## config.mk

```make
export PLATFORM = sky130hd
export DESIGN_NAME = param_digital_lock
export DESIGN_NICKNAME = d
export VERILOG_FILES = /design/src/rtl/param_digital_lock_pkg.sv /design/src/rtl/param_digital_lock_key_press_detect.sv /design/src/rtl/param_digital_lock.sv
export SDC_FILE = /design/constraint.sdc
export NUM_CORES = 1
export LEC_CHECK = 0
export CAP_MARGIN = 15
export CORE_UTILIZATION = 35
export DETAILED_ROUTE_END_ITERATION = 6
export HOLD_SLACK_MARGIN = 0.03
export PLACE_DENSITY_LB_ADDON = 0.15
export SLEW_MARGIN = 5
export SYNTH_ARGS = -nofsm -noshare
export SYNTH_HDL_FRONTEND = slang
export SYNTH_SLANG_ARGS = --single-unit
```

## constraint.sdc

```tcl
create_clock -name clk -period 4 [get_ports clk]
set_clock_uncertainty 0.2 [all_clocks]
set_input_delay 0.4 -clock clk [delete_from_list [all_inputs] [get_ports clk]]
set_output_delay 0.4 -clock clk [all_outputs]
set_load 0.005 [all_outputs]
```

## src/rtl/param_digital_lock_pkg.sv

```systemverilog
// Shared types and helpers for the parametrised digital lock.
package param_digital_lock_pkg;

  typedef enum logic [2:0] {
    ST_LOCKED,
    ST_ENTRY,
    ST_OPEN,
    ST_PROG,
    ST_LOCKOUT
  } state_e;

  localparam int unsigned MAX_CODE_BITS = 256;

  // Digit idx of a packed code, digit 0 in the least significant slot.
  function automatic logic [7:0] code_digit(input logic [MAX_CODE_BITS-1:0] code,
                                            input int unsigned idx,
                                            input int unsigned dw);
    return 8'(code >> (idx * dw)) & 8'((32'd1 << dw) - 32'd1);
  endfunction

endpackage

```

## src/rtl/param_digital_lock_key_press_detect.sv

```systemverilog
// Rising-edge detector over the key bus; flags multi-key rises as invalid.
module key_press_detect #(
  parameter int unsigned NUM_KEYS = 5
) (
  input  logic                        clk_i,
  input  logic                        rst_ni,
  input  logic [NUM_KEYS-1:0]         key_i,
  output logic                        press_o,
  output logic                        invalid_o,
  output logic [$clog2(NUM_KEYS)-1:0] digit_o
);

  localparam int unsigned DW = $clog2(NUM_KEYS);

  logic [NUM_KEYS-1:0] key_q;
  logic [NUM_KEYS-1:0] rise;

  always_ff @(posedge clk_i or negedge rst_ni) begin
    if (!rst_ni) key_q <= '0;
    else         key_q <= key_i;
  end

  always_comb begin
    rise      = key_i & ~key_q;
    press_o   = |rise;
    invalid_o = |(rise & (rise - NUM_KEYS'(1)));
    digit_o   = '0;
    for (int unsigned i = 0; i < NUM_KEYS; i++) begin
      if (rise[NUM_KEYS-1-i]) digit_o = DW'(NUM_KEYS-1-i);
    end
  end

endmodule

```

## src/rtl/param_digital_lock.sv

```systemverilog
// Digital lock: code entry, lockout, timed relock and runtime code programming.
module param_digital_lock
  import param_digital_lock_pkg::*;
#(
  parameter int unsigned NUM_KEYS = 5,
  parameter int unsigned CODE_LEN = 4,
  parameter logic [CODE_LEN*$clog2(NUM_KEYS)-1:0] DEFAULT_CODE = 12'h0D1,
  parameter int unsigned MAX_TRIES = 3,
  parameter logic [31:0] LOCKOUT_CYCLES = 32'd100_000_000,
  parameter logic [31:0] UNLOCK_CYCLES  = 32'd500_000_000,
  parameter logic [31:0] ENTRY_TIMEOUT  = 32'd300_000_000
) (
  input  logic                             clk,
  input  logic                             reset,
  input  logic [NUM_KEYS-1:0]              key,
  input  logic                             prog_en,
  output logic                             unlock,
  output logic                             lock,
  output logic                             lockout,
  output logic                             err,
  output logic                             code_updated,
  output logic [$clog2(CODE_LEN+1)-1:0]    digit_cnt,
  output logic [$clog2(MAX_TRIES+1)-1:0]   fail_cnt
);

  localparam int unsigned DW = $clog2(NUM_KEYS);
  localparam int unsigned CB = CODE_LEN * DW;
  localparam int unsigned CW = $clog2(CODE_LEN + 1);
  localparam int unsigned FW = $clog2(MAX_TRIES + 1);

  state_e          state_q;
  logic [CB-1:0]   code_q, shadow_q, shadow_d;
  logic [CW-1:0]   dcnt_q;
  logic [FW-1:0]   fcnt_q;
  logic            mism_q, err_q, upd_q;
  logic [31:0]     timer_q, timer_d;
  logic            press, invalid;
  logic [DW-1:0]   digit;
  logic [7:0]      exp_digit;
  logic            mismatch_now;

  key_press_detect #(.NUM_KEYS(NUM_KEYS)) u_kpd (
    .clk_i    (clk),
    .rst_ni   (reset),
    .key_i    (key),
    .press_o  (press),
    .invalid_o(invalid),
    .digit_o  (digit)
  );

  always_comb begin
    timer_d      = (timer_q == '1) ? timer_q : timer_q + 32'd1;
    exp_digit    = code_digit(MAX_CODE_BITS'(code_q), 32'(dcnt_q), DW);
    mismatch_now = invalid || (8'(digit) != exp_digit);
    shadow_d     = shadow_q;
    if (32'(dcnt_q) < CODE_LEN) shadow_d[32'(dcnt_q)*DW +: DW] = digit;
  end

  always_ff @(posedge clk or negedge reset) begin
    if (!reset) begin
      state_q  <= ST_LOCKED;
      code_q   <= DEFAULT_CODE;
      shadow_q <= '0;
      dcnt_q   <= '0;
      fcnt_q   <= '0;
      mism_q   <= 1'b0;
      timer_q  <= '0;
      err_q    <= 1'b0;
      upd_q    <= 1'b0;
    end else begin
      err_q   <= 1'b0;
      upd_q   <= 1'b0;
      timer_q <= timer_d;
      unique case (state_q)
        ST_LOCKED: if (press) begin
          dcnt_q  <= CW'(1);
          mism_q  <= mismatch_now;
          timer_q <= '0;
          state_q <= ST_ENTRY;
        end
        ST_ENTRY: begin
          // Evaluate cycle takes priority; a press landing here is dropped.
          if (32'(dcnt_q) == CODE_LEN) begin
            dcnt_q  <= '0;
            timer_q <= '0;
            if (!mism_q) begin
              fcnt_q  <= '0;
              state_q <= ST_OPEN;
            end else begin
              err_q   <= 1'b1;
              fcnt_q  <= fcnt_q + 1'b1;
              state_q <= (32'(fcnt_q) + 32'd1 == MAX_TRIES) ? ST_LOCKOUT : ST_LOCKED;
            end
          end else if (press) begin
            dcnt_q  <= dcnt_q + 1'b1;
            mism_q  <= mism_q || mismatch_now;
            timer_q <= '0;
          end else if (timer_q >= ENTRY_TIMEOUT - 32'd1) begin
            dcnt_q  <= '0;
            timer_q <= '0;
            state_q <= ST_LOCKED;
          end
        end
        ST_OPEN: begin
          if (prog_en) begin
            dcnt_q  <= '0;
            timer_q <= '0;
            state_q <= ST_PROG;
          end else if (timer_q >= UNLOCK_CYCLES - 32'd1) begin
            timer_q <= '0;
            state_q <= ST_LOCKED;
          end
        end
        ST_PROG: begin
          timer_q <= timer_q;
          if (!prog_en || (press && invalid)) begin
            dcnt_q  <= '0;
            timer_q <= '0;
            state_q <= ST_OPEN;
          end else if (press) begin
            if (32'(dcnt_q) == CODE_LEN - 1) begin
              code_q  <= shadow_d;
              upd_q   <= 1'b1;
              dcnt_q  <= '0;
              timer_q <= '0;
              state_q <= ST_LOCKED;
            end else begin
              shadow_q <= shadow_d;
              dcnt_q   <= dcnt_q + 1'b1;
            end
          end
        end
        ST_LOCKOUT: if (timer_q >= LOCKOUT_CYCLES - 32'd1) begin
          fcnt_q  <= '0;
          timer_q <= '0;
          state_q <= ST_LOCKED;
        end
        default: state_q <= ST_LOCKED;
      endcase
    end
  end

  always_comb begin
    unlock       = (state_q == ST_OPEN) || (state_q == ST_PROG);
    lock         = ~unlock;
    lockout      = (state_q == ST_LOCKOUT);
    err          = err_q;
    code_updated = upd_q;
    digit_cnt    = dcnt_q;
    fail_cnt     = fcnt_q;
  end

endmodule

```

Word level (Yosys, flattened, before mapping)
Cells that the tools add are included.

Output and inout port bits: 10. Input bits: 8. Logic and storage cells: 124. Register bits: 72.

$add $sub $neg: 6. Reductions and logical operators: 19. Multiply operators: 1. Shifts and indexed selects: 3. Eq/ne operators: 21. Bitwise operators: 6. Mux-type cells: 54. $lt $le $gt $ge: 4.

Operators with widths (count): 32-bit 2-to-1 mux (11); 32-bit one-hot mux with 5 select lines (1); 3-bit 2-to-1 mux (23); 32-bit by 29-bit greater-or-equal comparator with 1-bit output, second input constant (2); 5-bit negator with 34-bit output (1); 3-bit by 34-bit variable shift with 12-bit output, first input constant (1); 3-bit by 34-bit indexed part select with 12-bit output (1); 32-bit by 1-bit adder with 32-bit output, second input constant (1); 32-bit equality test, second input constant (1); 32-bit by 27-bit greater-or-equal comparator with 1-bit output, second input constant (1); 3-bit != test, second input constant (5); 3-bit one-hot mux with 5 select lines (1); 12-bit bitwise mux (1); 3-bit by 2-bit equality test with 1-bit output, second input constant (4); 12-bit 2-to-1 mux (1); 3-bit one-hot mux with 4 select lines (1); 4-bit AND reduction (3); 12-bit by 5-bit >> shifter with 3-bit output (1); 5-bit bitwise AND (2); 1-bit 2-to-1 mux (10); 2-bit != test, second input constant (5); 5-bit OR reduction (2); 7-bit AND reduction (1); 3-bit equality test, second input constant (2); other kinds (24) (32).

Longest topological paths before layout
Word-level depth: 13. Depth in mapped cells: 12. Mapped depth without buffers: 10.

Modules after synthesis
A second synthesis with hierarchy kept.

Cell total of the unflattened synthesis: 458. Area, all modules: 4375.4 µm².

By module, submodules not included: param_digital_lock (cells each 435, instances 1, area each 4110.2 µm², sequential area each 1681.6 µm²); key_press_detect (cells each 23, instances 1, area each 265.3 µm², sequential area each 125.1 µm²).

Worst setup path after synthesis
No wires, ideal clock.

Path kind: flip-flop to flip-flop. From: register dcnt_q[0], in the netlist digit_cnt[0]. To: register timer_q[28]. Data arrival time: 2.554 ns. Buffers on the path: 2. Data required time: 3.723 ns. Period minus slack after synthesis: 2.832 ns. Path slack: 1.168 ns. Cell stages (with the launch flop): 13. Library setup time: 0.077 ns. Cell sequence: dfrtp_1 > clkbuf_1 > inv_1 > ha_1 > ha_1 > nor4b_1 > nand3_1 > a21oi_1 > nand2_1 > nor2_1 > nor4_4 > buf_4 > a21oi_1.

Cells in the longest elaborated chain, start to end: 3. Elaborated cells on any way between the ends: 6. Classes of those cells: 3 x eq/ne; 2 x mux; 1 x reduce/logical.

Ends and longest elaborated chain: from (decl) (RTL line param_digital_lock.sv:33) `logic [CW-1:0] dcnt_q;`; from (signal assigned) (RTL line param_digital_lock.sv:95) `dcnt_q <= dcnt_q + 1'b1;`; from (signal assigned) (RTL line param_digital_lock.sv:129) `dcnt_q <= dcnt_q + 1'b1;`; 3-bit equality test or 3-bit by 2-bit equality test with 1-bit output (tied branches) (RTL line param_digital_lock.sv:83, param_digital_lock.sv:121); 32-bit 2-to-1 mux or 3-bit != test (tied branches); 32-bit one-hot mux with 5 select lines or 2-bit AND reduction (tied branches); to (signal assigned) (RTL line param_digital_lock.sv:73) `timer_q <= timer_d;`; to (signal assigned) (RTL line param_digital_lock.sv:115) `timer_q <= timer_q;`; to (decl) (RTL line param_digital_lock.sv:36) `logic [31:0] timer_q, timer_d;`.

Several ways; a longest one is shown, not always the timed one. A chain may end at the register's enable or synchronous reset.

Final worst setup path
Ends and elaborated chain as after synthesis.

==> flow_metrics.env <==
export IMPL_cp_cell_sequence="inv_1 -> ha_1 -> ha_1 -> nor4b_1 -> nand3_1 -> a21oi_1 -> nand2_1 -> nor2_1 -> nor4_4 -> buf_4 -> a21oi_1"
export IMPL_synth_edf_count=0
export IMPL_hold_viol=18
export IMPL_slew_headroom_pct=38.2
export IMPL_clkTransAtPathRegs_ps=60
export IMPL_violations="design-rule violations, negative hold slack"
export IMPL_final_setup_viol_count=0
export IMPL_grt_pass1_vias=3277
export IMPL_cts_buffers=9
export IMPL_grt_overflow_total=0
export IMPL_clockRootBuffer="clkbuf_16"
export IMPL_synthArstFlopShare_pct=100
export IMPL_hold_ws_ps=-8.79
export IMPL_worst_pin_slew_ps=927
export IMPL_synth_distinct_cells=61
export IMPL_final_max_slew_viol_count=0
export IMPL_yosysWarnings=0
export IMPL_synth_area_leaders="dfrtp_1 40%, nor2_1 5.3%, nand2_1 5.2%"
export IMPL_ir_worst_vdd_v=0.000213
export IMPL_drt_iter0_drc=213
export IMPL_finalWeightedCongestion=0.795
export IMPL_r2r_worst_path_cells=11
export IMPL_initial_core_util_pct=36.5
export IMPL_grt_pass1_wl_um=17100
export IMPL_routed_via_density=5.41
export IMPL_cts_setup_buffers=0
export IMPL_path_buf_inv=2
export IMPL_status="finished with violations"
export IMPL_wl_per_cell_um=15.8
export IMPL_drive_above_1_share_pct=10.4
export IMPL_critical_path_top_delay_family="simple AND/OR/NAND/NOR gates"
export IMPL_fin_tns_setup_ps=0
export IMPL_post_place_ws_ps=608
export IMPL_cts_sinks=72
export IMPL_setup_ws_ps=579
export IMPL_worstPathRequired_ps=4060
export IMPL_drc=3
export IMPL_numPortBuffers=17
export IMPL_synth_flop_cell="dfrtp_1"
export IMPL_dpl_instance_area_um2=4500
export IMPL_finalWirelength_um=9880
export IMPL_ctsLongestPathBuffers=2
export IMPL_hold_class="in -> async"
export IMPL_die_h_um=112
export IMPL_p_per_area_nw_per_um2=496
export IMPL_yosys_cell_count_top_type="dfrtp_1"
export IMPL_fin_nets=494
export IMPL_r2r_start="digit_cnt[0]"
export IMPL_place_hpwl_um=6830
export IMPL_design_core_area_um2=11600
export IMPL_ctsHoldBuffers=0
export IMPL_io_pins=18
export IMPL_tritoncts="done"
export IMPL_die_area_um2=12500
export IMPL_postSynthCellCount=465
export IMPL_reg2reg_slack_ps=580
export IMPL_syn_avg_cell_area_um2=9.07
export IMPL_min_period_over_period_pct=85.5
export IMPL_synth_seq_cells=72
export IMPL_first_pass_iters=6
export IMPL_slowest_delay_ps=710
export IMPL_synth_yosys_seq_area_share_pct=42.8
export IMPL_path_class="reg -> reg"
export IMPL_stdcell_count=625
export IMPL_antenna_found_initial=0
export IMPL_cp_max_fo=31
export IMPL_dp_cells=609
export IMPL_yosys_top_cells_count="68 x dfrtp_1, 60 x nor2_1, 58 x nand2_1, 25 x nand3_1, 25 x o21ai_0"
export IMPL_start_kind="flip-flop"
export IMPL_fp_dieW_um=112
export IMPL_grtUsageTotal_pct=17.4
export IMPL_max_freq_mhz=292
export IMPL_leakage_nw=1.89
export IMPL_timing_rr_end="timer_q[28]"
export IMPL_num_rows=39
export IMPL_rsz0062_at_grt="no"
export IMPL_cp_end_kind="flip-flop"
export IMPL_cts_resized=0
export IMPL_synth_largest_area_cell="dfrtp_1"
export IMPL_period_minus_slack_ps=3420
export IMPL_drv_cap=0
export IMPL_final_util_pct=41.6
export IMPL_slowest_stage="dfrtp_1"
export IMPL_num_vias=3384
export IMPL_stdcell_area_um2=4810
export IMPL_cts_htree_levels=3
export IMPL_synth_top_area_share_pct=40.3
export IMPL_ant_nets=0
export IMPL_grt_max_degree=73
export IMPL_synth_area_um2=4220
export IMPL_cp_data_arrival_time_ps=3490
export IMPL_area_growth_pct=14.0
export IMPL_synth_nets=482
export IMPL_antenna_cells=0
export IMPL_clk_latency_ps=350
placed cells by master, fill, tap and decap left out, types with 5 or more instances in the layout:
cell / instances
a21oi_1: 14
buf_4: 5
clkbuf_16: 9
clkdlybuf4s50_1: 16
dfrtp_1: 68
ha_1: 9
inv_1: 13
mux2_2: 6
mux2i_1: 10
nand2_1: 58
nand2b_1: 9
nand3_1: 25
nand4_1: 14
nor2_1: 60
nor2b_1: 6
nor3_1: 20
o21ai_0: 25
o31ai_1: 7
xnor2_1: 14
xor2_1: 16
cell families (layout without fill, tap and decap cells):
kind of cell | count (synthesis) | after routing | synth area share, %
AND/OR/NAND/NOR | 227 | 227 | 27.1
AO/OA/AOI/OAI | 75 | 75 | 12.2
flip-flops | 72 | 72 | 42.8
buffers and inverters | 33 | 50 | 3.35
XOR/XNOR | 30 | 30 | 6.23
multiplexers | 19 | 19 | 5.58
adder cells (fa/ha/maj) | 9 | 9 | 2.67
per-layer routing:
metal	wire, um	GRT usage, %	part of all wire [%]
met5	0	0	0
met4	123	5.50	1.2
met3	362	4.52	3.7
met2	4480	26.7	45
met1	4910	24.0	50
state kept, by name (all words and copies together) (netlist names):
| signal | count |
|---|---|
| code_q | 12 |
| code_updated | 1 |
| digit_cnt | 3 |
| err | 1 |
| fail_cnt | 2 |
| mism_q | 1 |
| shadow_q | 12 |
| state_q | 3 |
| timer_q | 32 |
| u_kpd.key_q | 5 |
per-stage QoR:
stage                     total power, mW  hold slack [ps]
after floorplan                      1.35            -95.6
after global placement               1.56              265
after detailed placement             1.56              272
after CTS                            2.42             44.5
after global routing                 2.55             88.6
final                                2.39            -8.79
how the worst max path moves through the flow:
stage	end	startpoint	cells past startpoint	slack (ps)
after floorplan	timer_q[28]	digit_cnt[0]	12	1170
after global placement	timer_q[28]	digit_cnt[0]	11	580
after detailed placement	timer_q[26]	digit_cnt[0]	11	610
after CTS	timer_q[26]	digit_cnt[0]	11	580
after global routing	timer_q[28]	digit_cnt[0]	11	300
final	timer_q[28]	digit_cnt[0]	11	580
power by group:
group	internal (mW)	switching (mW)
combinational	0.278	0.383
clock	0.506	0.331
sequential	0.793	0.0965
total	1.58	0.811
cell type report:
cell class / instances / area (um^2)
Fill cell: 1134 / 6760
Multi-Input combinational cell: 360 / 2270
Sequential cell: 72 / 1810
Clock buffer: 11 / 243
Timing Repair Buffer: 21 / 198
Tap cell: 143 / 179
Clock inverter: 5 / 63.8
Inverter: 13 / 48.8
worst reg2reg max path, cell delays in order, from the launching register on:
cell and delay (ps):
dfrtp_1 710, inv_1 100, ha_1 220, ha_1 230, nor4b_1 630, nand3_1 180, a21oi_1 150, nand2_1 140
nor2_1 270, nor4_4 70, buf_4 260, a21oi_1 170
Note: power is estimated with default switching activity, not from simulation.
